<file path="config.mk">
export PLATFORM = sky130hd
export DESIGN_NAME = sum_chain_pipe
export DESIGN_NICKNAME = d
export VERILOG_FILES = /design/src/rtl/sum_chain_pkg.sv /design/src/rtl/sum_chain_stage.sv /design/src/rtl/sum_chain_pipe.sv
export SDC_FILE = /design/constraint.sdc
export NUM_CORES = 1
export LEC_CHECK = 0
export ABC_AREA = 1
export BUFFER_PORTS_ARGS = -buffer_cell sky130_fd_sc_hd__buf_2
export CORE_ASPECT_RATIO = 1.5
export CORE_UTILIZATION = 35
export CTS_BUF_LIST = sky130_fd_sc_hd__clkbuf_8
export DETAILED_ROUTE_END_ITERATION = 8
export PLACE_DENSITY = 0.57
export SLEW_MARGIN = 10
export SYNTH_ARGS = -nofsm -noshare
export SYNTH_HDL_FRONTEND = slang
export SYNTH_SLANG_ARGS = --single-unit
</file>
<file path="constraint.sdc">
create_clock -name clk -period 5.45 [get_ports clk]
set_input_delay 1.635 -clock clk [delete_from_list [all_inputs] [get_ports clk]]
set_output_delay 1.635 -clock clk [all_outputs]
set_load 0.01 [all_outputs]
</file>
<file path="src/rtl/sum_chain_pkg.sv">
`default_nettype none
// ============================================================================
// Module      : sum_chain_pkg
// Description : Shared helpers for the sum_chain_pipe operand-sum pipeline.
//               The stage payload structs depend on WIDTH, so they live
//               inside sum_chain_pipe; this package holds the
//               width-independent overflow helper.
// Revision    : 1.0  initial release
// ============================================================================
package sum_chain_pkg;

    // Overflow test for a sum evaluated on WIDTH+2 bits.
    // The caller passes the two bits above WIDTH. Any set bit means the true
    // sum did not fit in WIDTH bits.
    function automatic logic sum_ovf(input logic [1:0] i_hi);
        return |i_hi;
    endfunction

endpackage
`default_nettype wire

</file>
<file path="src/rtl/sum_chain_stage.sv">
`default_nettype none
// ============================================================================
// Module      : sum_chain_stage
// Description : Generic valid/ready register slice. Loads when empty or when
//               downstream advances; holds payload and valid while stalled.
// Ports       : clk, rst (async, active-high)
//               i_valid / o_ready / i_payload  - upstream side
//               o_valid / i_adv   / o_payload  - downstream side (i_adv = ready)
// Revision    : 1.0  initial release
// ============================================================================
module sum_chain_stage #(
    parameter int PW = 8
) (
    input  logic          clk,
    input  logic          rst,
    input  logic          i_valid,
    output logic          o_ready,
    input  logic [PW-1:0] i_payload,
    output logic          o_valid,
    input  logic          i_adv,
    output logic [PW-1:0] o_payload
);

    logic          r_valid;
    logic [PW-1:0] r_payload;
    logic          w_en;

    // The slice can take a new beat when it is empty or its beat leaves now.
    assign w_en = !r_valid | i_adv;

    always_ff @(posedge clk or posedge rst) begin
        if (rst) begin
            r_valid   <= 1'b0;
            r_payload <= '0;
        end else if (w_en) begin
            r_valid <= i_valid;
            if (i_valid) begin
                r_payload <= i_payload;
            end
        end
    end

    assign o_ready   = w_en;
    assign o_valid   = r_valid;
    assign o_payload = r_payload;

endmodule
`default_nettype wire

</file>
<file path="src/rtl/sum_chain_pipe.sv">
`default_nettype none
// ============================================================================
// Module      : sum_chain_pipe
// Description : Two-stage registered sum chain with valid/ready on both sides.
//               Stage 1 registers (a, b, c=a+b, carry). Stage 2 registers
//               d=a+b+c, f=c+d, and e (zero when a==ZERO_KEY, else f).
//               The block also provides a sticky overflow flag and a wrapping
//               handshake counter.
// Ports       : clk, rst (async, active-high)
//               in_valid/in_ready/in_a/in_b          - operand pair input
//               out_valid/out_ready/out_c/d/f/e      - result output
//               ovf (sticky), done_cnt (output handshakes)
// Config      : SUM_CHAIN_FORCE_EN adds force_en/force_val. While force_en
//               is high, they override out_e combinationally.
// Revision    : 1.0  initial release
// ============================================================================
module sum_chain_pipe
    import sum_chain_pkg::*;
#(
    parameter int WIDTH    = 16,
    parameter int ZERO_KEY = 5,
    parameter int CNT_W    = 8
) (
    input  logic             clk,
    input  logic             rst,
    input  logic             in_valid,
    output logic             in_ready,
    input  logic [WIDTH-1:0] in_a,
    input  logic [WIDTH-1:0] in_b,
    output logic             out_valid,
    input  logic             out_ready,
    output logic [WIDTH-1:0] out_c,
    output logic [WIDTH-1:0] out_d,
    output logic [WIDTH-1:0] out_f,
    output logic [WIDTH-1:0] out_e,
    output logic             ovf,
    output logic [CNT_W-1:0] done_cnt
`ifdef SUM_CHAIN_FORCE_EN
    ,
    input  logic             force_en,
    input  logic [WIDTH-1:0] force_val
`endif
);

    typedef struct packed {
        logic [WIDTH-1:0] a;
        logic [WIDTH-1:0] b;
        logic [WIDTH-1:0] c;
        logic             c1;
    } s1_t;

    typedef struct packed {
        logic [WIDTH-1:0] c;
        logic [WIDTH-1:0] d;
        logic [WIDTH-1:0] f;
        logic [WIDTH-1:0] e;
        logic             ovf_flag;
    } s2_t;

    s1_t              w_s1_in;
    s1_t              w_s1_q;
    s2_t              w_s2_in;
    s2_t              w_s2_q;
    logic             w_v1;
    logic             w_s2_ready;
    logic             w_emit;
    logic [WIDTH+1:0] w_d_full;
    logic [WIDTH+1:0] w_f_full;
    logic             r_ovf;
    logic [CNT_W-1:0] r_done_cnt;

    // ---------------- Stage 1 arithmetic: c = a + b with carry ----------------
    always_comb begin
        w_s1_in              = '0;
        w_s1_in.a            = in_a;
        w_s1_in.b            = in_b;
        {w_s1_in.c1, w_s1_in.c} = {1'b0, in_a} + {1'b0, in_b};
    end

    // ---------------- Stage 2 arithmetic: d, f, e and overflow ----------------
    // a+b+c fits in WIDTH+2 bits, so the two guard bits catch every overflow.
    assign w_d_full = {2'b00, w_s1_q.a} + {2'b00, w_s1_q.b} + {2'b00, w_s1_q.c};
    assign w_f_full = {2'b00, w_s1_q.c} + {2'b00, w_d_full[WIDTH-1:0]};

    always_comb begin
        w_s2_in          = '0;
        w_s2_in.c        = w_s1_q.c;
        w_s2_in.d        = w_d_full[WIDTH-1:0];
        w_s2_in.f        = w_f_full[WIDTH-1:0];
        w_s2_in.e        = (w_s1_q.a == WIDTH'(ZERO_KEY)) ? '0 : w_f_full[WIDTH-1:0];
        w_s2_in.ovf_flag = w_s1_q.c1
                         | sum_ovf(w_d_full[WIDTH+1:WIDTH])
                         | sum_ovf(w_f_full[WIDTH+1:WIDTH]);
    end

    // ---------------- Register slices ----------------
    // Stage 1 sees stage 2's ready as its advance, so in_ready = !v1 | adv2.
    sum_chain_stage #(.PW($bits(s1_t))) u_stage1 (
        .clk       (clk),
        .rst       (rst),
        .i_valid   (in_valid),
        .o_ready   (in_ready),
        .i_payload (w_s1_in),
        .o_valid   (w_v1),
        .i_adv     (w_s2_ready),
        .o_payload (w_s1_q)
    );

    sum_chain_stage #(.PW($bits(s2_t))) u_stage2 (
        .clk       (clk),
        .rst       (rst),
        .i_valid   (w_v1),
        .o_ready   (w_s2_ready),
        .i_payload (w_s2_in),
        .o_valid   (out_valid),
        .i_adv     (out_ready),
        .o_payload (w_s2_q)
    );

    // ---------------- Sticky overflow and handshake counter ----------------
    assign w_emit = out_valid & out_ready;

    always_ff @(posedge clk or posedge rst) begin
        if (rst) begin
            r_ovf      <= 1'b0;
            r_done_cnt <= '0;
        end else if (w_emit) begin
            r_done_cnt <= r_done_cnt + CNT_W'(1);
            if (w_s2_q.ovf_flag) begin
                r_ovf <= 1'b1;
            end
        end
    end

    assign out_c    = w_s2_q.c;
    assign out_d    = w_s2_q.d;
    assign out_f    = w_s2_q.f;
    assign ovf      = r_ovf;
    assign done_cnt = r_done_cnt;

`ifdef SUM_CHAIN_FORCE_EN
    // The override acts on the output only; the stored e is untouched, so
    // dropping force_en shows the computed value in the same cycle.
    assign out_e = force_en ? force_val : w_s2_q.e;
`else
    assign out_e = w_s2_q.e;
`endif

endmodule
`default_nettype wire

</file>
==> run_results.csv <==
group,metric,value,unit
status,outcome,"complete, no violations",
power_and_ir_drop,switching_share,48.1,%
power_and_ir_drop,power_density,614,mW/mm^2
grt,antenna_found_initial,0,
synthesis,synth_cell_type_count,37,
placement,portBuffers,110,
finish,fill_cells,2447,
grt,grt_busiest_layer,"met2",
worst_setup_path,r2r_slack,1.81,ns
drt,drt_iter0_drc,301,
clock_tree,cts_setup_buffers,0,
synthesis,synthTopCellsByArea,"dfrtp_1, nand2_1, ha_1",
synthesis,synthSimpleGateAreaFrac,29.4,%
synthesis,synth-adder-area-share,12.3,%
drt,final_antenna_net_count,0,
clock_tree,clkLatencyLatePin,0.44,ns
worst_setup_path,start_kind,"primary input",
timing,report.final.slew_viol_count,0,
synthesis,ys_seq_elements,125,
synthesis,yosysTopAreaCellShare,38.2,%
placement,gp_congestion,0.853,
clock_tree,cts_buffers,17,
clock_tree,cts_buffer_depth,2,
timing,worst_pin_slew,0.862,ns
drt,drc,0,
worst_setup_path,path_class,"primary input to primary output",
synthesis,synth_top_family_by_area,"simple AND/OR/NAND/NOR gates",
power_and_ir_drop,comb_power_share,57.8,%
synthesis,yosysSeqAreaShare,38.2,%
drt,vias_per_cell,4.71,
clock_tree,post_cts_resized,0,
die,placementRows,68,
synthesis,synth_xor_xnor_area_share,2.24,%
worst_setup_path,critical_path_required,3.82,ns
die,core-area,0.0230,sq mm
drt,via_count,6651,
clock_tree,cts_hold_buf,0,
die,fp.dieH,189,microns
grt,grt.met2_usage,31.7,%
run,cap_violations,0,
synthesis,synth_area,0.00820,sq mm
worst_setup_path,cp_max_fo,3,
power_and_ir_drop,p_seq_share,26.8,%
clock_tree,clock_sinks,125,
die,design.die.area,0.0240,sq mm
timing,fin_crit_sh,68.4,%
worst_hold_path,min_from,"ovf$_DFFE_PP0P_",
grt,grt_pass1_vias,6588,
synthesis,synth-compound-area-share,6.40,%
timing,fmax,268,MHz
synthesis,avgSynthCellArea,7.65,sq um
drt,detail_route.wl_per_cell,14.5,microns
grt,grt_overflow,0,
finish,diodes,0,
clock_tree,root_buffer,"clkbuf_8",
finish,drive_above_1_share,15.0,%
die,start_util,35.7,%
timing,rsz0062_at_grt,"no",
clock_tree,clk_pin_slew,0.07,ns
finish,area_delta_synth_final,9.24,%
timing,period_minus_slack,3.73,ns
clock_tree,cts_tree,"built",
worst_hold_path,hold_end,"ovf$_DFFE_PP0P_",
die,die_width,127,microns
power_and_ir_drop,peakVddDrop,0.220,mV
power_and_ir_drop,switchingPower,2.64,mW
timing,setup_tns,0,ns
grt,grt_util_all_layers,18.0,%
power_and_ir_drop,p_int,2.85,mW
finish,nets,1224,
grt,grt_max_degree,73,
synthesis,yosys.area.top_type,"dfrtp_1",
synthesis,syn_nets,1176,
synthesis,synthesis.instances,1071,
finish,final_util,39.0,%
worst_setup_path,timing.rr.end,"u_stage2.o_payload[13]$_DFFE_PP0P_",
synthesis,synth_warnings,0,
grt,met3_usage,2.63,%
grt,grt_pass1_wl,33.4,mm
worst_setup_path,r2r_cells,17,
synthesis,synth.mux.area_fraction,0,%
timing,max-slew-margin-rel,42.5,%
die,ios,111,
timing,skew,0.0141,ns
placement,place_hpwl,15.9,mm
worst_setup_path,timing.rr.start,"u_stage1.o_payload[2]$_DFFE_PP0P_",
power_and_ir_drop,p_leak,4.94,nW
drt,routed_wl,20.4,mm
worst_setup_path,cp-end-kind,"primary output",
power_and_ir_drop,p_clk_share,15.4,%
drt,first_pass_iters,5,
clock_tree,htreeDepth,4,
worst_hold_path,hold_path.class,"flip-flop to flip-flop",
worst_hold_path,min_path_cells,1,
timing,setup_viol,0,
grt,use_met1,21.2,%
timing,hold_violations,0,
worst_setup_path,cp.arrival,2.09,ns
layout make-up:
type                    instances  area (sq um)  share of cell area (%)
clock buffers                  17           234                    2.61
multi-input cells             764          4120                    46.0
repair buffers                114           581                    6.48
clock inverters                15           174                    1.94
inverters                      97           367                    4.09
flip-flops and latches        125          3130                    34.9
well taps                     280           350                    3.91
worst max-delay path by stage:
stage               cells after the start  slack (ns)                         startpoint                                  to
global placement                        4        1.74                          out_ready                            in_ready
global route                           17        1.45  u_stage1.o_payload[2]$_DFFE_PP0P_  u_stage2.o_payload[13]$_DFFE_PP0P_
detailed placement                      4        1.72                          out_ready                            in_ready
floorplan                               1        0.49                                rst             done_cnt[0]$_DFFE_PP0P_
CTS                                     4        1.72                          out_ready                            in_ready
finish                                  4        1.72                          out_ready                            in_ready
sequential cells by signal (all words and copies together), names as in the netlist:
signal,cells
done_cnt,8
ovf,1
u_stage1.o_payload,49
u_stage1.o_valid,1
u_stage2.o_payload,65
u_stage2.o_valid,1
through the flow:
stage	area, sq um	hold WS [ns]	std cells	setup slack (ns)	power (mW)
finish	8950	0.471	1412	1.72	5.50
global route	8950	0.493	1412	1.45	6.08
CTS	8950	0.480	1412	1.72	5.56
detailed placement	8550	0.460	1380	1.72	4.68
global placement	8550	0.458	1380	1.74	4.63
floorplan	8200	0.450	1071	0.487	4.05
logic make-up (layout without fill, tap and decap cells):
group           after synthesis  after routing
flops                       125            125
simple gates                577            577
compound gates               97             97
fa+ha+maj                    69             69
xor+xnor                     21             21
buf+inv                     182            243
power groups by stage:
stage | logic, mW | registers [mW] | clock network, mW
final | 3.17 | 1.47 | 0.847
after global routing | 3.64 | 1.52 | 0.925
after CTS | 3.20 | 1.48 | 0.876
after detailed placement | 3.18 | 1.50 | 0
after global placement | 3.14 | 1.49 | 0
after floorplan | 2.62 | 1.44 | 0
worst max-delay path: stages:
cell and delay (ns):
buf_2 0.10, inv_1 0.06, nand3_1 0.12, buf_2 0.17
layer usage:
| layer | share of wire, % | wire, microns |
|---|---|---|
| met3 | 2.7 | 559 |
| met1 | 43 | 8730 |
| met4 | 3.5 | 725 |
| met5 | 0 | 0 |
| met2 | 51 | 10400 |
synth_stat cells (all sizes together):
cell	count
a21o	2
a21oi	44
and2	11
buf	81
clkbuf	4
dfrtp	125
fa	19
ha	50
inv	97
nand2	434
nand3	56
nand3b	10
nand4	12
nor2	41
nor3	9
nor4	2
o21a	1
o21ai	45
o21bai	4
o31ai	1
or2	2
xnor2	8
xor2	13
placed cells by master, fill, tap and decap left out, drive strengths merged:
cell / count
o31ai: 1
o21bai: 4
a21o: 2
nor4: 2
bufinv: 3
o21a: 1
nand3b: 10
buf: 114
a21oi: 44
inv: 99
o21ai: 45
clkinvlp: 4
dfrtp: 125
clkbuf: 17
nand4: 12
xnor2: 8
nor2: 41
nand3: 56
fa: 19
and2: 11
nand2: 434
clkinv: 6
xor2: 13
ha: 50
or2: 2
nor3: 9
No activity file was read; power rests on OpenSTA's default activity.
